==> src/rtl/ps2_tx_if.sv <==
// Command-byte handshake plus PS/2 pin levels and open-drain enables for the ps2_tx host transmitter.
// The slave modport is the transmitter; the master modport is the block that feeds it and owns the pins.
interface ps2_tx_if;
    logic [7:0] tx_data;
    logic       tx_valid;
    logic       tx_ready;
    logic       ps2_clk_i;
    logic       ps2_data_i;
    logic       ps2_clk_oe;
    logic       ps2_data_oe;
    logic       busy;
    logic       done;
    logic       error;

    modport master (
        output tx_data, tx_valid, ps2_clk_i, ps2_data_i,
        input  tx_ready, ps2_clk_oe, ps2_data_oe, busy, done, error
    );

    modport slave (
        input  tx_data, tx_valid, ps2_clk_i, ps2_data_i,
        output tx_ready, ps2_clk_oe, ps2_data_oe, busy, done, error
    );
endinterface

==> src/rtl/ps2_tx.sv <==
// PS/2 host-to-device byte transmitter: inhibit, request-to-send, 11 device clocks, ack check; PS2_TX_RETRY_EN adds one retry.
// Takes one byte per accept, about INHIBIT_CYCLES plus 11 device clocks; tx_ready is low while busy and requests are not queued.
module ps2_tx #(
    parameter int INHIBIT_CYCLES = 5000,
    parameter int TIMEOUT_CYCLES = 750000
) (
    input logic     clk,
    input logic     rst,
    ps2_tx_if.slave bus
);
    localparam logic [2:0] S_IDLE      = 3'd0;
    localparam logic [2:0] S_INHIBIT   = 3'd1;
    localparam logic [2:0] S_REQ       = 3'd2;
    localparam logic [2:0] S_RELEASE   = 3'd3;
    localparam logic [2:0] S_SEND      = 3'd4;
    localparam logic [2:0] S_ACK       = 3'd5;
    localparam logic [2:0] S_WAIT_IDLE = 3'd6;

    localparam int CNT_MAX = (TIMEOUT_CYCLES > INHIBIT_CYCLES) ? TIMEOUT_CYCLES : INHIBIT_CYCLES;
    localparam int CW      = $clog2(CNT_MAX + 1);
    localparam logic [CW-1:0] INH_LAST = CW'(INHIBIT_CYCLES - 1);
    localparam logic [CW-1:0] TO_LAST  = CW'(TIMEOUT_CYCLES - 1);

    logic          clk_s1_q, clk_s1_d;
    logic          clk_s2_q, clk_s2_d;
    logic          clk_h_q,  clk_h_d;
    logic          dat_s1_q, dat_s1_d;
    logic          dat_s2_q, dat_s2_d;
    logic [2:0]    state_q,  state_d;
    logic [CW-1:0] cnt_q,    cnt_d;
    logic [3:0]    bit_cnt_q, bit_cnt_d;
    logic [9:0]    frame_q,  frame_d;
    logic          data_oe_q, data_oe_d;
    logic          done_q,   done_d;
    logic          error_q,  error_d;
`ifdef PS2_TX_RETRY_EN
    logic          retry_q,  retry_d;
`endif

    logic fall;
    logic line_idle;
    logic timed;
    logic accept;
    logic fail;
    logic tx_ready;

    always_comb begin
        clk_s1_d = bus.ps2_clk_i;
        clk_s2_d = clk_s1_q;
        clk_h_d  = clk_s2_q;
        dat_s1_d = bus.ps2_data_i;
        dat_s2_d = dat_s1_q;
    end

    assign fall      = clk_h_q & ~clk_s2_q;
    assign line_idle = clk_s2_q & dat_s2_q;
    assign tx_ready  = (state_q == S_IDLE) & ~done_q & ~error_q;
    assign accept    = bus.tx_valid & tx_ready;
    assign timed     = (state_q == S_RELEASE) || (state_q == S_SEND) ||
                       (state_q == S_ACK)     || (state_q == S_WAIT_IDLE);

    always_comb begin
        state_d   = state_q;
        cnt_d     = cnt_q;
        bit_cnt_d = bit_cnt_q;
        frame_d   = frame_q;
        data_oe_d = data_oe_q;
        done_d    = 1'b0;
        error_d   = 1'b0;
        fail      = 1'b0;
`ifdef PS2_TX_RETRY_EN
        retry_d   = retry_q;
`endif

        if (timed) begin
            cnt_d = fall ? '0 : cnt_q + CW'(1);
        end

        case (state_q)
            S_IDLE: begin
                data_oe_d = 1'b0;
                if (accept) begin
                    // Stop, odd parity, then data; transmitted LSB first.
                    frame_d   = {1'b1, ~^bus.tx_data, bus.tx_data};
                    bit_cnt_d = 4'd0;
                    cnt_d     = '0;
                    state_d   = S_INHIBIT;
`ifdef PS2_TX_RETRY_EN
                    retry_d   = 1'b0;
`endif
                end
            end
            S_INHIBIT: begin
                if (cnt_q == INH_LAST) begin
                    cnt_d     = '0;
                    data_oe_d = 1'b1;
                    state_d   = S_REQ;
                end else begin
                    cnt_d = cnt_q + CW'(1);
                end
            end
            S_REQ: begin
                cnt_d   = '0;
                state_d = S_RELEASE;
            end
            S_RELEASE: begin
                if (fall) begin
                    data_oe_d = ~frame_q[0];
                    bit_cnt_d = 4'd1;
                    state_d   = S_SEND;
                end
            end
            S_SEND: begin
                if (fall) begin
                    data_oe_d = ~frame_q[bit_cnt_q];
                    bit_cnt_d = bit_cnt_q + 4'd1;
                    if (bit_cnt_q == 4'd9) begin
                        state_d = S_ACK;
                    end
                end
            end
            S_ACK: begin
                if (fall) begin
                    if (!dat_s2_q) begin
                        state_d = S_WAIT_IDLE;
                    end else begin
                        fail = 1'b1;
                    end
                end
            end
            S_WAIT_IDLE: begin
                if (line_idle) begin
                    done_d  = 1'b1;
                    state_d = S_IDLE;
                end
            end
            default: begin
                state_d   = S_IDLE;
                data_oe_d = 1'b0;
            end
        endcase

        // A device that released the lines in the same cycle still counts as a success.
        if (timed && !fall && (cnt_q == TO_LAST) && !(state_q == S_WAIT_IDLE && line_idle)) begin
            fail = 1'b1;
        end

        if (fail) begin
            data_oe_d = 1'b0;
            cnt_d     = '0;
            bit_cnt_d = 4'd0;
            done_d    = 1'b0;
`ifdef PS2_TX_RETRY_EN
            if (!retry_q) begin
                retry_d = 1'b1;
                state_d = S_INHIBIT;
            end else begin
                error_d = 1'b1;
                state_d = S_IDLE;
            end
`else
            error_d = 1'b1;
            state_d = S_IDLE;
`endif
        end
    end

    always_ff @(posedge clk or posedge rst) begin
        if (rst) begin
            clk_s1_q  <= 1'b1;
            clk_s2_q  <= 1'b1;
            clk_h_q   <= 1'b1;
            dat_s1_q  <= 1'b1;
            dat_s2_q  <= 1'b1;
            state_q   <= S_IDLE;
            cnt_q     <= '0;
            bit_cnt_q <= 4'd0;
            frame_q   <= '0;
            data_oe_q <= 1'b0;
            done_q    <= 1'b0;
            error_q   <= 1'b0;
`ifdef PS2_TX_RETRY_EN
            retry_q   <= 1'b0;
`endif
        end else begin
            clk_s1_q  <= clk_s1_d;
            clk_s2_q  <= clk_s2_d;
            clk_h_q   <= clk_h_d;
            dat_s1_q  <= dat_s1_d;
            dat_s2_q  <= dat_s2_d;
            state_q   <= state_d;
            cnt_q     <= cnt_d;
            bit_cnt_q <= bit_cnt_d;
            frame_q   <= frame_d;
            data_oe_q <= data_oe_d;
            done_q    <= done_d;
            error_q   <= error_d;
`ifdef PS2_TX_RETRY_EN
            retry_q   <= retry_d;
`endif
        end
    end

    // Clock drive is decoded from state so an async reset releases it at once.
    assign bus.ps2_clk_oe  = (state_q == S_INHIBIT) || (state_q == S_REQ);
    assign bus.ps2_data_oe = data_oe_q;
    assign bus.tx_ready    = tx_ready;
    assign bus.busy        = (state_q != S_IDLE);
    assign bus.done        = done_q;
    assign bus.error       = error_q;
endmodule

==> src/flat_wrapper.sv <==
// flat-port wrapper written by rule: the top's interface ports become plain ports
module ps2_tx_flat 
#(
    parameter int INHIBIT_CYCLES = 5000,
    parameter int TIMEOUT_CYCLES = 750000
)
  (clk, rst, bus_tx_data, bus_tx_valid, bus_ps2_clk_i, bus_ps2_data_i, bus_tx_ready, bus_ps2_clk_oe, bus_ps2_data_oe, bus_busy, bus_done, bus_error);
  ps2_tx_if bus_i ();
  input logic clk;
  input logic rst;
  input wire logic [$bits(bus_i.tx_data)-1:0] bus_tx_data;
  input wire logic [$bits(bus_i.tx_valid)-1:0] bus_tx_valid;
  input wire logic [$bits(bus_i.ps2_clk_i)-1:0] bus_ps2_clk_i;
  input wire logic [$bits(bus_i.ps2_data_i)-1:0] bus_ps2_data_i;
  output wire logic [$bits(bus_i.tx_ready)-1:0] bus_tx_ready;
  output wire logic [$bits(bus_i.ps2_clk_oe)-1:0] bus_ps2_clk_oe;
  output wire logic [$bits(bus_i.ps2_data_oe)-1:0] bus_ps2_data_oe;
  output wire logic [$bits(bus_i.busy)-1:0] bus_busy;
  output wire logic [$bits(bus_i.done)-1:0] bus_done;
  output wire logic [$bits(bus_i.error)-1:0] bus_error;
  assign bus_i.tx_data = bus_tx_data;
  assign bus_i.tx_valid = bus_tx_valid;
  assign bus_i.ps2_clk_i = bus_ps2_clk_i;
  assign bus_i.ps2_data_i = bus_ps2_data_i;
  assign bus_tx_ready = bus_i.tx_ready;
  assign bus_ps2_clk_oe = bus_i.ps2_clk_oe;
  assign bus_ps2_data_oe = bus_i.ps2_data_oe;
  assign bus_busy = bus_i.busy;
  assign bus_done = bus_i.done;
  assign bus_error = bus_i.error;
  ps2_tx #(.INHIBIT_CYCLES(INHIBIT_CYCLES), .TIMEOUT_CYCLES(TIMEOUT_CYCLES)) u_core (.clk(clk), .rst(rst), .bus(bus_i));
endmodule
==> config.mk <==
export PLATFORM = sky130hd
export DESIGN_NAME = ps2_tx_flat
export DESIGN_NICKNAME = d
export VERILOG_FILES = /design/src/rtl/ps2_tx_if.sv /design/src/rtl/ps2_tx.sv /design/src/flat_wrapper.sv
export SDC_FILE = /design/constraint.sdc
export NUM_CORES = 1
export LEC_CHECK = 0
export BUFFER_PORTS_ARGS = -buffer_cell sky130_fd_sc_hd__buf_2
export CORE_AREA = 2 2 83 85
export CTS_CLUSTER_DIAMETER = 200
export DETAILED_ROUTE_END_ITERATION = 10
export DIE_AREA = 0 0 85 87
export HOLD_SLACK_MARGIN = 0.05
export SYNTH_ARGS = -nofsm -noshare
export SYNTH_HDL_FRONTEND = slang
export SYNTH_SLANG_ARGS = --single-unit
==> constraint.sdc <==
create_clock -name clk -period 3.9 [get_ports clk]
set_input_delay 0.195 -clock clk [delete_from_list [all_inputs] [get_ports clk]]
set_output_delay 0.195 -clock clk [all_outputs]
set_load 0.01 [all_outputs]
After elaboration in Yosys (flattened, before gate mapping)
Cells that the tools add are included.
Widths: inputs -> output; s select.
{"block": "word_totals", "regBits": 45, "in_bits": 13, "out_inout_bits": 6, "elab_cells": 98}
{"block": "op_classes", "add_sub_neg": 2, "n_lt_le_gt_ge": 1, "n_eq_ne": 18, "n_mux": 36, "bitwise": 10, "n_reduce_logical": 19}
{"cell": "$mux 20", "count": 5}
{"cell": "$pmux 20 s3", "count": 1}
{"cell": "$mux 3", "count": 9}
{"cell": "$pmux 3 s7", "count": 1}
{"cell": "$add 20x1->20 const B", "count": 1}
{"cell": "$eq 20x13->1 const B", "count": 1}
{"cell": "$eq 20x20->1 const B", "count": 1}
{"cell": "$ne 3x1->1 const B", "count": 6}
{"cell": "$mux 4", "count": 4}
{"cell": "$mux 1", "count": 13}
{"cell": "$pmux 4 s3", "count": 1}
{"cell": "$eq 3x3->1 const B", "count": 3}
{"cell": "$reduce_and 4->1", "count": 2}
{"cell": "$reduce_and 8->1", "count": 1}
{"cell": "$reduce_xnor 8->1", "count": 1}
{"cell": "$eq 3x2->1 const B", "count": 2}
{"cell": "$and 1x1->1", "count": 5}
{"cell": "$lt 4x5->1 const B", "count": 1}
{"cell": "$not 1->1", "count": 5}
{"cell": "$add 4x1->4 const B", "count": 1}
{"cell": "$bmux 1 s4", "count": 1}
{"cell": "$eq 4x4->1 const B", "count": 1}
{"cell": "$logic_and 1x1->1", "count": 4}
{"cell": "$logic_or 1x1->1", "count": 4}
{"cell": "other kinds (11)", "count": 12}

Depth between registers and ports, before layout
{"block": "depth", "depth_word": 10, "ltp_mapped": 7, "mapped_depth_nobuf": 6}

Worst setup path before layout
OpenSTA, ideal clock, no wires.
{"block": "synth_timing", "path_type": "flip-flop to flip-flop", "startpoint": "reg u_core.cnt_q[0]", "endpoint": "reg u_core.cnt_q[16]", "setup_time_ps": 86, "t_arrival_ps": 1857, "required_ps": 3814, "path_slack_ps": 1957, "stages_incl_launch_ff": 8, "path_buffers": 1, "synth_period_minus_slack_ps": 1943, "path_cell_list": "dfrtp_1 > ha_1 > nand3_1 > or3_1 > clkbuf_1 > or3_1 > mux2i_1 > nor3_1"}
{"block": "synth_via", "elab_chain_cells": 6, "word_cells_on_any_way": 12, "cone_classes": "add/sub: 1; eq/ne: 2; mux: 7; reduce/logical: 2"}
{"item": "start, declared", "line": "ps2_tx.sv:30", "source": "logic [CW-1:0] cnt_q, cnt_d;"}
{"item": "start signal, assigned", "line": "ps2_tx.sv:192", "source": "cnt_q <= cnt_d;"}
{"item": "$add 20x1->20", "line": "ps2_tx.sv:76, ps2_tx.sv:99"}
{"item": "$mux 20", "line": "ps2_tx.sv:76", "source": "cnt_d = fall ? '0 : cnt_q + CW'(1);"}
{"item": "$mux 20", "line": "ps2_tx.sv:75", "source": "if (timed) begin"}
{"item": "$mux 20", "line": "ps2_tx.sv:82", "source": "if (accept) begin"}
{"item": "$pmux 20 s3", "line": "ps2_tx.sv:79", "source": "case (state_q)"}
{"item": "$mux 20 (*)", "line": "ps2_tx.sv:148", "source": "if (fail) begin"}
{"item": "net u_core.cnt_d[16]", "line": "ps2_tx.sv:30"}
The timed path passes the listed nets; every way through them passes the cells marked *.
A chain may end at the register's enable or synchronous reset.

Final worst setup path
{"block": "layout_timing", "startpoint": "reg u_core.state_q[1]", "endpoint": "reg u_core.bit_cnt_q[0]"}
{"block": "layout_via", "elab_chain_cells": 10, "word_cells_on_any_way": 25, "cone_classes": "eq/ne: 7; mux: 4; bitwise: 3; reduce/logical: 11"}
{"item": "start, declared", "line": "ps2_tx.sv:29", "source": "logic [2:0] state_q, state_d;"}
{"item": "start signal, assigned", "line": "ps2_tx.sv:191", "source": "state_q <= state_d;"}
{"item": "$eq 3x2->1 / $eq 3x3->1 (equally long branches)", "line": "ps2_tx.sv:59, ps2_tx.sv:79"}
{"item": "$logic_or 1x1->1 (2 in series)", "line": "ps2_tx.sv:59", "source": "assign timed = (state_q == S_RELEASE) || (state_q == S_SEND) ||"}
{"item": "$logic_or 1x1->1", "line": "ps2_tx.sv:60", "source": "(state_q == S_ACK) || (state_q == S_WAIT_IDLE);"}
{"item": "$logic_and 1x1->1 (3 in series)", "line": "ps2_tx.sv:144", "source": "if (timed && !fall && (cnt_q == TO_LAST) && !(state_q == S_WAIT_IDLE && line_idle)) begin"}
{"item": "$mux 1", "line": "ps2_tx.sv:144"}
{"item": "$ne 3x1->1 (no line) / $reduce_bool 4->1 (equally long branches)"}
{"item": "$reduce_and 4->1 (no line)"}
{"item": "end signal, assigned", "line": "ps2_tx.sv:193", "source": "bit_cnt_q <= bit_cnt_d;"}
{"item": "end, declared", "line": "ps2_tx.sv:31", "source": "logic [3:0] bit_cnt_q, bit_cnt_d;"}
Several ways; a longest one is shown, not always the timed one.

==> results.toml <==
[floorplanning]
floorplan.die.height_microns = 87
start_util = 0.432
ioPinCount = 19
standard_cell_row_count = 30
die-area_sq_mm = 0.00740
die_width_microns = 85
coreArea_sq_mm = 0.00657

[yosys]
synth.most_common_cell = "sky130_fd_sc_hd__dfrtp_1"
syn_avg_cell_area_sq_um = 8.86
yosys-top-cells-area = "sky130_fd_sc_hd__dfrtp_1 (35%), sky130_fd_sc_hd__dfstp_2 (4.6%), sky130_fd_sc_hd__nand2_1 (4.4%)"
synth.ff_latch_count = 45
yosysSeqAreaShare = 0.399
synth_cell_type_count = 62
synthesis.area_sq_mm = 0.00284
netlist_instances = 320
post-synth-top-area-fraction = 0.353
synth_top_flop_cell = "sky130_fd_sc_hd__dfrtp_1"
async_reset_ff_frac = 1.00
synth_fp_nets = 336
yosysWarningCount = 0
synth_area_leader_cell = "sky130_fd_sc_hd__dfrtp_1"
synth_enable_flop_cells = 0
synth.cells.most_frequent = "sky130_fd_sc_hd__dfrtp_1 (40), sky130_fd_sc_hd__nand2_1 (33), sky130_fd_sc_hd__nor2_1 (21)"

[clocking]
clockRootBuffer = "sky130_fd_sc_hd__clkbuf_8"
cts_setup_buffers = 0
cts_repair_resize_count = 0
ctsLongestPathBuffers = 2
htreeDepth = 2
clkSlewWorstSetupHoldPaths_ps = 90
clk-insertion-delay-late_ps = 300
hold_buffers = 2
cts_tree = "done"
cts_num_sinks = 45
cts_inserted_buffers = 5

[global_routing]
antenna_found_initial = 0
gr-usage-all-layers = 0.180
grt.overflow.total = 0
grt_pass1_vias = 2183
maximum_number_of_pins_on_one_net_before_global_route_repair = 46
grt_first_pass_wirelength_microns = 10600

[status]
outcome = "finished clean"

[setup_path]
timing.setup.critical_path_class = "reg -> reg"
cp_data_arrival_time_ps = 2770
startpoint_type = "flop"
crit_required_ps = 4060
capturing_element_type_of_the_critical_path = "flop"
r2r_start = "u_core.state_q[1]"
path_max_fanout = 25
cp-startpoint = "u_core.state_q[1]"

[drt]
detail_route.first_pass.iterations = 4
drt-vias-per-instance = 5.85
drcViolationCount = 0
post_drt_wl_per_cell_microns = 15.7
post_detailed_route_count_of_antenna_violating_nets = 0
num_vias = 2406
drtIter0Drc = 121
wl_microns = 6450

[finish]
final-seq-area_sq_mm = 0.00113
layout-drive-gt1-share = 0.163
antennaDiodeCount = 0
finish.cell_count_without_fillers = 411
finish.net_count = 346
layout-area-overhead-vs-synth_pct = 9.31
multiInputGateArea_sq_mm = 0.00156
n_fill_cell = 638

[sta]
post-route-worst-setup-slack_ps = 1290
slew_viol_final = 0
final.period_utilization = 0.669
aggregate_negative_setup_slack_ps = 0
worst-slew-pin-transition_ps = 952
rsz_0062_raised_after_global_routing = "no"
min_tclk_post_route_ps = 2610
setup_violations = 0
maxSlewHeadroom = 0.365
clock_skew_ps = 14.7
max_clock_freq_ghz = 0.383
final_hold_viol_count = 0

[hold_path]
worst_hold_path_type = "in -> async"

[power_and_ir_drop]
power.static_leakage_nw = 1.35
irDropWorstVdd_v = 0.000190
pwr_density_cell_mw_per_mm2 = 284

[placement]
dp_hpwl_microns = 4440
pre_cts_ws_ps = 1310
port-buffer-count = 18
gp_routability_congestion = 0.855
place.detailed.instances = 401

[flow_run]
drv.max_cap_violation_count = 0
-- path summary, 6_finish.rpt --
path / to / slack [ps] / depth (start not counted)
setup / recovery: u_core.bit_cnt_q[0] / 1290 / 6
hold / removal: u_core.cnt_q[1] / 110 / 2
setup reg to reg: u_core.bit_cnt_q[0] / 1290 / 6
hold reg to reg: u_core.clk_h_d / 360 / 0
max in group asynchronous: u_core.bus.error / 3200 / 2
min in group clk: u_core.frame_q[4] / 150 / 2
-- worst max-delay path, cell delays in order, from the launching register on --
cell,delay [ps]
sky130_fd_sc_hd__dfrtp_1,710
sky130_fd_sc_hd__nand3b_1,300
sky130_fd_sc_hd__a21oi_2,180
sky130_fd_sc_hd__buf_4,280
sky130_fd_sc_hd__nand4b_2,270
sky130_fd_sc_hd__nand2_1,540
sky130_fd_sc_hd__o22ai_1,180
-- placed cells by master (no fill, tap or decap), types with 11 or more instances in the layout --
| cell | instances |
|---|---|
| sky130_fd_sc_hd__dfrtp_1 | 40 |
| sky130_fd_sc_hd__buf_2 | 18 |
| sky130_fd_sc_hd__nor3_1 | 17 |
| sky130_fd_sc_hd__nand2_1 | 33 |
| sky130_fd_sc_hd__o21ai_0 | 19 |
| sky130_fd_sc_hd__o22ai_1 | 11 |
| sky130_fd_sc_hd__nand3_1 | 11 |
| sky130_fd_sc_hd__nor2_1 | 21 |
| sky130_fd_sc_hd__a21oi_1 | 16 |
| sky130_fd_sc_hd__inv_1 | 15 |
-- per-layer routing --
layer | share of wire | GRT usage | up-vias
met1 | 0.48 | 0.238 | 1166
met4 | 0.0074 | 0.0548 | 0
met2 | 0.49 | 0.302 | 31
met3 | 0.026 | 0.0313 | 5
li1 | - | - | 1204
met5 | 0 | 0 | -
-- state kept, by name, summed over array words and instances (netlist names) --
signal and flops:
u_core.bit_cnt_q 4, u_core.cnt_q 20, u_core.state_q 3, u_core.bus.done 1, u_core.clk_h_d 1, u_core.dat_s2_q 1, u_core.clk_h_q 1, u_core.clk_s1_q 1
u_core.bus.error 1, u_core.bus.ps2_data_oe 1, u_core.frame_q 10, u_core.dat_s1_q 1
-- area by class of cell --
class	count	area share
Clock inverter	2	0.0121
Timing Repair Buffer	23	0.0428
Inverter	16	0.0194
Clock buffer	6	0.0266
Multi-Input combinational cell	239	0.502
Tap cell	80	0.0323
Sequential cell	45	0.365
-- per-stage QoR --
step                cell area [sq um]  utilization  hold WS, ps  power, mW
global placement                 2960        0.451          301      0.518
detailed placement               2960        0.451          301      0.518
finish                           3100        0.472          105      0.881
floorplan                        2840            -          199      0.505
global route                     3100        0.472          139      0.919
CTS                              3100        0.472          140      0.893
-- report_power, final --
part / internal (mW) / switching (mW) / total (mW)
sequential: 0.471 / 0.00164 / 0.473
combinational: 0.0157 / 0.0211 / 0.0369
clock: 0.208 / 0.163 / 0.371
total: 0.695 / 0.186 / 0.881
-- cells by family after synthesis --
kind of cell,synth area share
AOI/OAI and AO/OA,0.221
muxes,0.0582
and+or+nand+nor,0.231
xor gates and xnor gates,0.0216
buffers and inverters,0.0551
adders and majority gates,0.0132
DFF,0.399
Note: power is estimated with default switching activity, not from simulation.
